<file path="config.mk">
export PLATFORM = sky130hd
export DESIGN_NAME = vga_timing_gen
export DESIGN_NICKNAME = d
export VERILOG_FILES = /design/src/rtl/vga_timing_pkg.sv /design/src/rtl/vga_axis_counter.sv /design/src/rtl/vga_timing_gen.sv
export SDC_FILE = /design/constraint.sdc
export NUM_CORES = 1
export LEC_CHECK = 0
export BUFFER_PORTS_ARGS = -buffer_cell sky130_fd_sc_hd__buf_2
export CORE_MARGIN = 8
export CORE_UTILIZATION = 34
export CTS_BUF_LIST = sky130_fd_sc_hd__clkbuf_8
export DETAILED_ROUTE_END_ITERATION = 7
export GPL_TIMING_DRIVEN = 0
export PLACE_DENSITY = 0.59
export SLEW_MARGIN = 10
export SYNTH_ARGS = -nofsm -noshare
export SYNTH_HDL_FRONTEND = slang
export SYNTH_SLANG_ARGS = --single-unit
</file>
<file path="constraint.sdc">
create_clock -name clk -period 3.2 [get_ports clk]
set_input_delay 0.96 -clock clk [delete_from_list [all_inputs] [get_ports clk]]
set_output_delay 0.96 -clock clk [all_outputs]
set_load 0.005 [all_outputs]
</file>
<file path="src/rtl/vga_timing_pkg.sv">
// vga_timing_pkg: raster phase type and default 640x480@60 timing constants.
package vga_timing_pkg;
    typedef enum logic [1:0] {SYNC, BACK, ACTIVE, FRONT} phase_t;
    localparam int DEF_H_SYNC   = 96;
    localparam int DEF_H_BACK   = 48;
    localparam int DEF_H_ACTIVE = 640;
    localparam int DEF_H_FRONT  = 16;
    localparam int DEF_V_SYNC   = 2;
    localparam int DEF_V_BACK   = 33;
    localparam int DEF_V_ACTIVE = 480;
    localparam int DEF_V_FRONT  = 10;
    localparam int H_TOTAL      = DEF_H_SYNC + DEF_H_BACK + DEF_H_ACTIVE + DEF_H_FRONT;
    localparam int V_TOTAL      = DEF_V_SYNC + DEF_V_BACK + DEF_V_ACTIVE + DEF_V_FRONT;
    localparam int H_ACT_START  = DEF_H_SYNC + DEF_H_BACK;
    localparam int V_ACT_START  = DEF_V_SYNC + DEF_V_BACK;
endpackage

</file>
<file path="src/rtl/vga_axis_counter.sv">
// vga_axis_counter: one raster axis counter with its sync/back/active/front phase FSM.
module vga_axis_counter
    import vga_timing_pkg::*;
#(
    parameter int SYNC_LEN   = DEF_H_SYNC,
    parameter int BACK_LEN   = DEF_H_BACK,
    parameter int ACTIVE_LEN = DEF_H_ACTIVE,
    parameter int FRONT_LEN  = DEF_H_FRONT
) (
    input  logic       clk,
    input  logic       rst,
    input  logic       adv,
    output logic [9:0] count,
    output logic [9:0] count_nxt,
    output phase_t     phase_nxt,
    output logic       wrap
);
    localparam logic [9:0] LAST     = 10'(SYNC_LEN + BACK_LEN + ACTIVE_LEN + FRONT_LEN - 1);
    localparam logic [9:0] SYNC_END = 10'(SYNC_LEN - 1);
    localparam logic [9:0] BACK_END = 10'(SYNC_LEN + BACK_LEN - 1);
    localparam logic [9:0] ACT_END  = 10'(SYNC_LEN + BACK_LEN + ACTIVE_LEN - 1);
    phase_t phase;
    // Next-state values are exported so the parent can register outputs with zero skew.
    always_comb begin
        wrap      = adv && count == LAST;
        count_nxt = !adv ? count : wrap ? '0 : count + 10'd1;
        phase_nxt = !adv ? phase :
                    wrap ? SYNC :
                    count == SYNC_END ? BACK :
                    count == BACK_END ? ACTIVE :
                    count == ACT_END ? FRONT : phase;
    end
    always_ff @(posedge clk or posedge rst)
        if (rst) begin
            count <= '0;
            phase <= SYNC;
        end else begin
            count <= count_nxt;
            phase <= phase_nxt;
        end
endmodule

</file>
<file path="src/rtl/vga_timing_gen.sv">
// vga_timing_gen: raster counters, syncs, visible window and line/frame strobes,
// advancing on a pixel-clock enable.
module vga_timing_gen
    import vga_timing_pkg::*;
#(
    parameter int   H_SYNC   = DEF_H_SYNC,
    parameter int   H_BACK   = DEF_H_BACK,
    parameter int   H_ACTIVE = DEF_H_ACTIVE,
    parameter int   H_FRONT  = DEF_H_FRONT,
    parameter int   V_SYNC   = DEF_V_SYNC,
    parameter int   V_BACK   = DEF_V_BACK,
    parameter int   V_ACTIVE = DEF_V_ACTIVE,
    parameter int   V_FRONT  = DEF_V_FRONT,
    parameter logic SYNC_POL = 1'b0
) (
    input  logic       clk,
    input  logic       rst,
    input  logic       en,
    output logic [9:0] hcount,
    output logic [9:0] vcount,
    output logic       hsync,
    output logic       vsync,
    output logic       active,
    output logic [9:0] posx,
    output logic [9:0] posy,
    output logic       line_start,
    output logic       frame_start
);
    localparam logic [9:0] H_START = 10'(H_SYNC + H_BACK);
    localparam logic [9:0] V_START = 10'(V_SYNC + V_BACK);
    logic [9:0] h_nxt, v_nxt;
    phase_t     h_ph_nxt, v_ph_nxt;
    logic       h_wrap, v_wrap;

    vga_axis_counter #(
        .SYNC_LEN(H_SYNC), .BACK_LEN(H_BACK), .ACTIVE_LEN(H_ACTIVE), .FRONT_LEN(H_FRONT)
    ) u_h (
        .clk(clk), .rst(rst), .adv(en), .count(hcount), .count_nxt(h_nxt),
        .phase_nxt(h_ph_nxt), .wrap(h_wrap)
    );

    vga_axis_counter #(
        .SYNC_LEN(V_SYNC), .BACK_LEN(V_BACK), .ACTIVE_LEN(V_ACTIVE), .FRONT_LEN(V_FRONT)
    ) u_v (
        .clk(clk), .rst(rst), .adv(en & h_wrap), .count(vcount), .count_nxt(v_nxt),
        .phase_nxt(v_ph_nxt), .wrap(v_wrap)
    );

    // v_wrap can only fire together with h_wrap, so it is the frame strobe directly.
    always_ff @(posedge clk or posedge rst)
        if (rst) begin
            hsync       <= SYNC_POL;
            vsync       <= SYNC_POL;
            active      <= 1'b0;
            posx        <= '0;
            posy        <= '0;
            line_start  <= 1'b0;
            frame_start <= 1'b0;
        end else begin
            hsync       <= (h_ph_nxt == SYNC) ? SYNC_POL : ~SYNC_POL;
            vsync       <= (v_ph_nxt == SYNC) ? SYNC_POL : ~SYNC_POL;
            active      <= h_ph_nxt == ACTIVE && v_ph_nxt == ACTIVE;
            posx        <= (h_ph_nxt == ACTIVE) ? h_nxt - H_START : '0;
            posy        <= (v_ph_nxt == ACTIVE) ? v_nxt - V_START : '0;
            line_start  <= h_wrap;
            frame_start <= v_wrap;
        end
endmodule

</file>
==> results of run 1 <==
final cells by class:
cell class	instances	share of cell area (%)
clock buffers	6	2.570
repair buffers	48	7.944
flip-flops and latches	49	38.16
plain buffers	14	2.375
inverters	21	2.453
multi-input cells	186	41.47
clock inverters	2	1.051
well taps	102	3.972
metal layers:
layer	vias to the layer above	wire [um]	share of wire (%)
li1	1066	-	-
met1	1035	3060	46
met2	48	3098	47
met3	7	342	5.2
met4	0	81	1.2
met5	-	0	0
cells by family (layout without fill, tap and decap cells):
group,Yosys count,after routing,share of synthesized area [%]
compound gates,44,44,12.54
xor+xnor,18,18,5.809
simple gates,109,109,24.25
mux,8,8,3.273
buf+inv,35,91,5.716
flops,49,49,45.18
fa+ha+maj,7,7,3.227
registers in the layout, indices dropped and copies added, names as in the netlist:
register,flops
posx,10
posy,10
u_h.count,10
u_v.count,10
u_h.phase,2
u_v.phase,2
active,1
frame_start,1
hsync,1
line_start,1
vsync,1
layout by cell type (no fill, tap or decap), types with 3 or more instances in the layout:
master,instances
nor3_1,5
nand3_1,14
buf_2,54
clkbuf_8,6
mux2_2,3
xnor2_1,14
and4_1,3
nand2b_1,4
nor4_1,3
a41oi_1,3
nor3_2,3
xor2_1,4
dfrtp_1,49
ha_1,7
o21ai_0,5
clkbuf_1,3
inv_1,20
nor2_1,30
nand2_1,13
and3_1,4
nor2b_1,3
o41ai_1,4
nand4_1,4
mux2i_1,4
a21oi_1,9
power by group:
group	internal [mW]	switching, mW
registers	0.660	0.0538
clock network	0.252	0.209
logic	0.159	0.230
worst max-delay path, stage by stage (launching register included):
cell	delay, ns
dfrtp_1	0.44
ha_1	0.30
and4_1	0.22
buf_4	0.16
nand3_4	0.15
nor2_1	0.28
mux2_2	0.23
ha_1	0.17
inv_1	0.10
a32o_1	0.27
a41oi_1	0.24
nor3_2	0.05
metrics by stage:
step | worst slack, ns | cells
after floorplan | 0.5608 | 270
final | 0.4656 | 428
after global placement | 0.2165 | 419
after global routing | 0.2343 | 428
after CTS | 0.4778 | 428
after detailed placement | 0.1975 | 420
path summary, 6_finish.rpt:
check	startpoint	to	slack, ns	cells after the start
max	u_h.count[0]	posy[8]	0.47	11
min	u_v.phase[1]	u_v.phase[1]	0.55	2
max reg2reg	u_h.count[0]	posy[8]	0.47	11
min in group asynchronous	rst	u_v.phase[1]	0.70	2
min reg2reg	u_v.phase[1]	u_v.phase[1]	0.55	2
max in group asynchronous	rst	u_h.count[1]	1.98	3
==> impl_metrics.toml, run 1 <==
[die]
io_pins = 48
initial_core_util_pct = 35.12
rows = 32
core-area_um2 = 7727
die_width_um = 105.3
die_area_um2 = 11100
fp.dieH_um = 105.3

[global_routing]
met2_usage_pct = 19.29
grt.busiest_layer = "met2"
grt_pass1_wl_um = 11230
gr-usage-met1_pct = 16.13
grt-ovfl-total = 0
antenna_found_initial = 0
grt_usage_pct = 12.20
first_global_vias = 2186
grtUsageMet3_pct = 2.923
grt_max_degree = 26

[timing]
post-route-period-util_pct = 85.45
finalSetupViolations = 0
max_freq_ghz = 0.3657
relSlewSlack_pct = 63.23
setup_tns_ns = 0
slew_violations = 0
fin_crit_ns = 2.734
whs_ns = 0.5508
rsz0062_at_grt = "false"
finClkSkew_ns = 0.01162
final_hold_viol_count = 0
worst_slew_pin_slew_ns = 0.5507

[worst_setup_path]
worstSetupStartpointType = "register"
cp_data_arrival_time_ns = 2.92
crit_type = "register to register"
worstPathMaxFanout = 9
critical_path_required_ns = 3.39
cp-end-kind = "register"

[finish]
regArea_um2 = 1226
multiInputGateArea_um2 = 1333
n_antenna_cell = 0
area_delta_synth_final_pct = 18.40
drive_gt1_share_pct = 27.91
fin_nets = 335
final_util_pct = 41.58
postLayoutCellArea_um2 = 3213
fillers = 769

[detailed_routing]
first_pass_iters = 4
num_vias = 2156
wire_per_inst_um = 15.38
antenna_left = 0
via_per_inst = 5.037
drt_iter0_drc = 107
drt_wl_total_um = 6583
drc = 0

[logic_synthesis]
synth_top_area_share_pct = 45.18
ys_async_sr_fraction_pct = 100.0
synth_top_area_cell = "dfrtp_1"
ys_seq_area_share_pct = 45.18
synthTopCellsByArea = "dfrtp_1, xnor2_1, nor2_1"
syn_avg_cell_area_um2 = 10.05
synth.cell_area_um2 = 2714
synth.distinct_cells = 66
synth_seq_cells = 49
synth_fp_nets = 280
synth_flop_cell = "dfrtp_1"
syn_inst = 270
synth_edf_count = 0
yosysWarnings = 0
synth_most_common_cell = "dfrtp_1"
synth_common_cells = "dfrtp_1, nor2_1, inv_1"

[clock_tree]
clock-sinks = 49
h-tree-depth = 2
postCtsSetupRepairBufs = 0
clk_latency_ns = 0.30
tritoncts = "built"
root_buffer = "clkbuf_8"
cts_made_buffers = 5
clk_transition_reported_paths_ns = 0.09
cts_resized = 0
cts_hold_buf = 0
clk_path_buf_depth = 2

[place]
hpwlAfterDp_um = 4950
gp_congestion = 0.8744
portBuffers = 47
postPlaceCellArea_um2 = 3097

[worst_hold_path]
hp-class = "register to register"

[job]
drv_cap = 0

[status]
outcome = "finished, final reports clean"

[power]
p_per_area_nw_per_um2 = 486.6
finalPower_mw = 1.564
leakagePower_nw = 1.549
peakVddDrop_mv = 0.1716
No activity file was read; power rests on OpenSTA's default activity.
==> run 2, diff against run 1 <==
--- a/config.mk
+++ b/config.mk
@@ -6,7 +6,7 @@
 export NUM_CORES = 1
 export LEC_CHECK = 0
 export BUFFER_PORTS_ARGS = -buffer_cell sky130_fd_sc_hd__buf_2
-export CORE_MARGIN = 8
+export CORE_MARGIN = 3
 export CORE_UTILIZATION = 34
 export CTS_BUF_LIST = sky130_fd_sc_hd__clkbuf_8
 export DETAILED_ROUTE_END_ITERATION = 7
==> run 2 against run 1 <==
Clock power is 14% lower; total power decreased by 4.0%; critical path depth stayed put; sequential share of layout area grew 0.13 points; sequential power about the same; utilization up 1.2 points; global-route usage is 3.0 points higher; via count down 2.0%; register-to-register slack is essentially flat; cell area is 0.35% lower; critical endpoint unchanged; combinational power barely moved; largest cell class unchanged; worst setup slack improved by 0.0098 ns.
==> impl_metrics.toml, run 2 (synthesis gave the netlist of run 1 again) <==
[clock_tree]
cts_resized = 0
tritoncts = "built"
clock-sinks = 49
cts_hold_buf = 0
cts_made_buffers = 5
clk_transition_reported_paths_ns = 0.09
root_buffer = "clkbuf_8"
clk_latency_ns = 0.30
postCtsSetupRepairBufs = 0
h-tree-depth = 2
clk_path_buf_depth = 2

[die]
core-area_um2 = 7486
die_area_um2 = 9090
rows = 31
fp.dieH_um = 95.34
initial_core_util_pct = 36.25
die_width_um = 95.34
io_pins = 48

[worst_setup_path]
crit_chain = "ha_1 > and4_1 > buf_4 > nand3_4 > nor2_1 > mux2_2 > ha_1 > inv_1 > a32o_1 > a41oi_1 > nor3_2"
critPathMaxStageDelay_ns = 0.45
worst-path-buf-inv = 2
critical_path_required_ns = 3.39
cp.depth = 11
cp-end-kind = "register"
cp_data_arrival_time_ns = 2.91
crit_slowest_cell = "dfrtp_1"
worstPathMaxFanout = 9
timing.reg2reg.setup_slack_ns = 0.48
crit_family = "simple AND/OR/NAND/NOR gates"
worstSetupStartpointType = "register"
crit_type = "register to register"
reg2regPathDepth = 11
crit_top_cell = "ha_1"

[power]
p_sw_share_pct = 32.30
p_comb_share_pct = 26.0
leakagePower_nw = 1.544
p_int_mw = 1.016
p_per_area_nw_per_um2 = 468.9
power_switching_mw = 0.4849
peakVddDrop_mv = 0.1701
clkPwrFrac_pct = 26.4
p_seq_share_pct = 47.6

[timing]
relSlewSlack_pct = 62.71
whs_ns = 0.5489
worst_slew_pin_slew_ns = 0.5585
finalSetupViolations = 0
rsz0062_at_grt = "false"
max_freq_ghz = 0.3670
finClkSkew_ns = 0.007944
fin_crit_ns = 2.725
slew_violations = 0
final_hold_viol_count = 0
post-route-period-util_pct = 85.14
setup_tns_ns = 0

[finish]
final_cell_mix = "buf_2, dfrtp_1, nor2_1, inv_1"
final_util_pct = 42.77
fillers = 770
n_antenna_cell = 0
drive_gt1_share_pct = 28.22
layout_commonest_cell = "buf_2"
area_delta_synth_final_pct = 17.98
fin_nets = 335

[detailed_routing]
drt_iter0_drc = 113
antenna_left = 0
first_pass_iters = 4
wire_per_inst_um = 14.68
drc = 0
num_vias = 2113
drt_wl_total_um = 6238
via_per_inst = 4.972

[global_routing]
antenna_found_initial = 0
first_global_vias = 2131
grt_pass1_wl_um = 10780
grt_max_degree = 26
grt-ovfl-total = 0
grt_usage_pct = 15.23

[worst_hold_path]
min_path_cells = 2
hp-class = "register to register"

[place]
portBuffers = 47
gp_congestion = 0.8551
hpwlAfterDp_um = 4701

[status]
outcome = "finished, final reports clean"

[job]
drv_cap = 0
## run 2: path summary, 6_finish.rpt
check | from | end
max | u_h.count[0] | posy[8]
min | u_v.phase[1] | u_v.phase[1]
max reg2reg | u_h.count[0] | posy[8]
min reg2reg | u_v.phase[1] | u_v.phase[1]
max in group asynchronous | rst | u_h.count[1]
min in group asynchronous | rst | u_v.phase[1]
## run 2: metal layers
| layer | share of wire [%] | vias up | track usage [%] |
|---|---|---|---|
| met3 | 3.9 | 4 | 2.684 |
| met1 | 50 | 997 | 22.09 |
| met4 | 1.1 | 0 | 4.688 |
| met5 | 0 | - | 0 |
| li1 | - | 1070 | - |
| met2 | 45 | 42 | 23.03 |
## run 2: worst reg2reg max path, stage by stage (launching register included)
cell,delay [ns]
dfrtp_1,0.45
ha_1,0.30
and4_1,0.22
buf_4,0.16
nand3_4,0.15
nor2_1,0.27
mux2_2,0.24
ha_1,0.17
inv_1,0.09
a32o_1,0.27
a41oi_1,0.25
nor3_2,0.05
## run 2: through the flow
stage	instances	total power [mW]	instance area, um^2	setup slack [ns]
CTS	425	1.526	3202	0.4769
global placement	416	1.107	3073	0.2229
detailed placement	417	1.122	3100	0.2121
floorplan	270	1.002	2714	0.5608
global route	425	1.605	3202	0.2470
finish	425	1.501	3202	0.4754
## run 2: layout make-up
class | count | area, um^2 | area share [%]
buffer | 14 | 76.32 | 2.384
clock buffer | 7 | 96.34 | 3.009
clock inverter | 1 | 5.005 | 0.1563
inverter | 21 | 78.83 | 2.462
multi-input combinational | 186 | 1333 | 41.62
sequential | 49 | 1226 | 38.30
tap | 99 | 123.9 | 3.869
timing repair buffer | 48 | 262.8 | 8.206
## run 2: power groups by stage
stage | clock [mW] | sequential, mW | combinational [mW]
floorplan | 0 | 0.719 | 0.283
global placement | 0 | 0.726 | 0.382
detailed placement | 0 | 0.729 | 0.393
CTS | 0.415 | 0.716 | 0.395
global route | 0.439 | 0.723 | 0.442
finish | 0.396 | 0.715 | 0.390
==> run 3, diff against run 2 <==
--- a/config.mk
+++ b/config.mk
@@ -6,12 +6,15 @@
 export NUM_CORES = 1
 export LEC_CHECK = 0
 export BUFFER_PORTS_ARGS = -buffer_cell sky130_fd_sc_hd__buf_2
+export CELL_PAD_IN_SITES_DETAIL_PLACEMENT = 0
+export CELL_PAD_IN_SITES_GLOBAL_PLACEMENT = 1
 export CORE_MARGIN = 3
 export CORE_UTILIZATION = 34
 export CTS_BUF_LIST = sky130_fd_sc_hd__clkbuf_8
 export DETAILED_ROUTE_END_ITERATION = 7
 export GPL_TIMING_DRIVEN = 0
-export PLACE_DENSITY = 0.59
+export MAX_ROUTING_LAYER = met4
+export PLACE_DENSITY = 0.71
 export SLEW_MARGIN = 10
 export SYNTH_ARGS = -nofsm -noshare
 export SYNTH_HDL_FRONTEND = slang
==> run 3 against run 2 <==
Sequential share of layout area rose by 0.32 points; first-iteration DRC count is 6.2% higher; fmax hardly changed; sequential power down 0.6%; die area unchanged; critical path depth unchanged; flip-flop and latch count unchanged; non-clock buffer count unchanged; wire length is 2.5% higher; clock skew barely moved; largest power group unchanged.
==> impl_metrics.toml, run 3 (synthesis gave the netlist of run 1 again) <==
[power]
p_int_mw = 0.9681
p_comb_share_pct = 26.6
p_seq_share_pct = 49.1
clkPwrFrac_pct = 24.2
leakagePower_nw = 1.536
p_sw_share_pct = 33.14
peakVddDrop_mv = 0.1488
power_switching_mw = 0.4799
p_per_area_nw_per_um2 = 456.0

[die]
die_area_um2 = 9090
initial_core_util_pct = 36.25
die_width_um = 95.34
rows = 31
fp.dieH_um = 95.34
io_pins = 48
core-area_um2 = 7486

[finish]
fin_nets = 335
area_delta_synth_final_pct = 17.01
final_cell_mix = "buf_2, dfrtp_1, nor2_1, inv_1"
layout_commonest_cell = "buf_2"
drive_gt1_share_pct = 27.91
n_antenna_cell = 0
final_util_pct = 42.42
fillers = 758
stdcell_count = 425

[timing]
final_hold_viol_count = 0
finalSetupViolations = 0
relSlewSlack_pct = 63.74
slew_violations = 0
setup_tns_ns = 0
post-route-period-util_pct = 85.11
fin_crit_ns = 2.724
max_freq_ghz = 0.3672
worst_slew_pin_slew_ns = 0.5431
whs_ns = 0.5663
rsz0062_at_grt = "false"
finClkSkew_ns = 0.008119

[global_routing]
grt_usage_pct = 15.85
grt_max_degree = 26
grt_pass1_wl_um = 10910
grt-ovfl-total = 0
first_global_vias = 2161
antenna_found_initial = 0

[clock_tree]
clk_transition_reported_paths_ns = 0.09
cts_hold_buf = 0
cts_resized = 0
tritoncts = "built"
cts_made_buffers = 5
clock-sinks = 49
clk_path_buf_depth = 2
postCtsSetupRepairBufs = 0
h-tree-depth = 2
clk_latency_ns = 0.30
root_buffer = "clkbuf_8"

[worst_setup_path]
worstPathMaxFanout = 9
timing.reg2reg.setup_slack_ns = 0.48
critical_path_required_ns = 3.43
worstReg2RegEnd = "posy[4]"
worstSetupStartpointType = "register"
r2r_start = "u_h.count[0]"
cp_data_arrival_time_ns = 2.95
cp-end-kind = "register"
crit_type = "register to register"
reg2regPathDepth = 11

[worst_hold_path]
hold_start = "u_v.phase[1]"
min_path_cells = 2
hp-class = "register to register"
hold-path-endpoint = "u_v.phase[1]"

[detailed_routing]
drc = 0
first_pass_iters = 4
antenna_left = 0
drt_wl_total_um = 6394
via_per_inst = 5.071
num_vias = 2155
wire_per_inst_um = 15.04
drt_iter0_drc = 120

[status]
outcome = "finished, final reports clean"

[place]
place_inst = 417
gp_congestion = 0.8260
portBuffers = 47
hpwlAfterDp_um = 4733

[job]
drv_cap = 0
[run 3: cell count changes in the layout (fill, tap and decap cells not counted)]
cell      before  now
clkbuf_8       7    5
inv_1         19   20
buf_12         0    1
buf_16         1    0
clkinv_2       1    2
[run 3: power by group through the flow]
stage	combinational (mW)	sequential [mW]	clock, mW
6_report	0.386	0.711	0.351
5_1_grt	0.442	0.722	0.384
4_1_cts	0.391	0.713	0.369
3_5_place_dp	0.390	0.725	0
3_3_place_gp	0.383	0.723	0
2_1_floorplan	0.283	0.719	0
[run 3: final cells by class]
cell class	instances	area [um^2]	area share (%)
repair buffers	48	255.2	8.038
inverters	21	78.83	2.482
clock inverters	3	13.76	0.4334
well taps	99	123.9	3.901
clock buffers	5	68.82	2.167
plain buffers	14	76.32	2.403
multi-input cells	186	1333	41.96
flip-flops and latches	49	1226	38.61
[run 3: worst max-delay path: stages, from the launching register on]
cell and delay, ns:
dfrtp_1 0.44, ha_1 0.30, and4_1 0.23, buf_4 0.17, nand3_4 0.14, nor2_1 0.11
mux2_2 0.30, ha_1 0.21, inv_1 0.12, mux2_2 0.34, o22a_1 0.20, nor2_1 0.10
[run 3: worst max-delay path by stage]
stage,to,from,cells after the start
finish,posy[4],u_h.count[0],11
global placement,posy[7],en,8
CTS,posy[4],u_h.count[0],11
global route,posy[8],u_h.count[0],11
floorplan,posy[7],en,7
detailed placement,posy[7],en,8
[run 3: per-layer routing]
layer | up-vias | track usage, % | wire (um)
met5 | - | - | 0
met4 | 0 | 4.447 | 72
li1 | 1060 | - | -
met3 | 9 | 2.289 | 244
met2 | 41 | 24.37 | 2981
met1 | 1045 | 21.83 | 3096
[run 3: per-stage QoR]
step	instance area, um^2	total power, mW	setup WS [ns]
floorplan	2714	1.002	0.5608
global placement	3073	1.106	0.1901
detailed placement	3093	1.115	0.1884
CTS	3176	1.473	0.4655
global route	3176	1.548	0.2331
finish	3176	1.448	0.4764
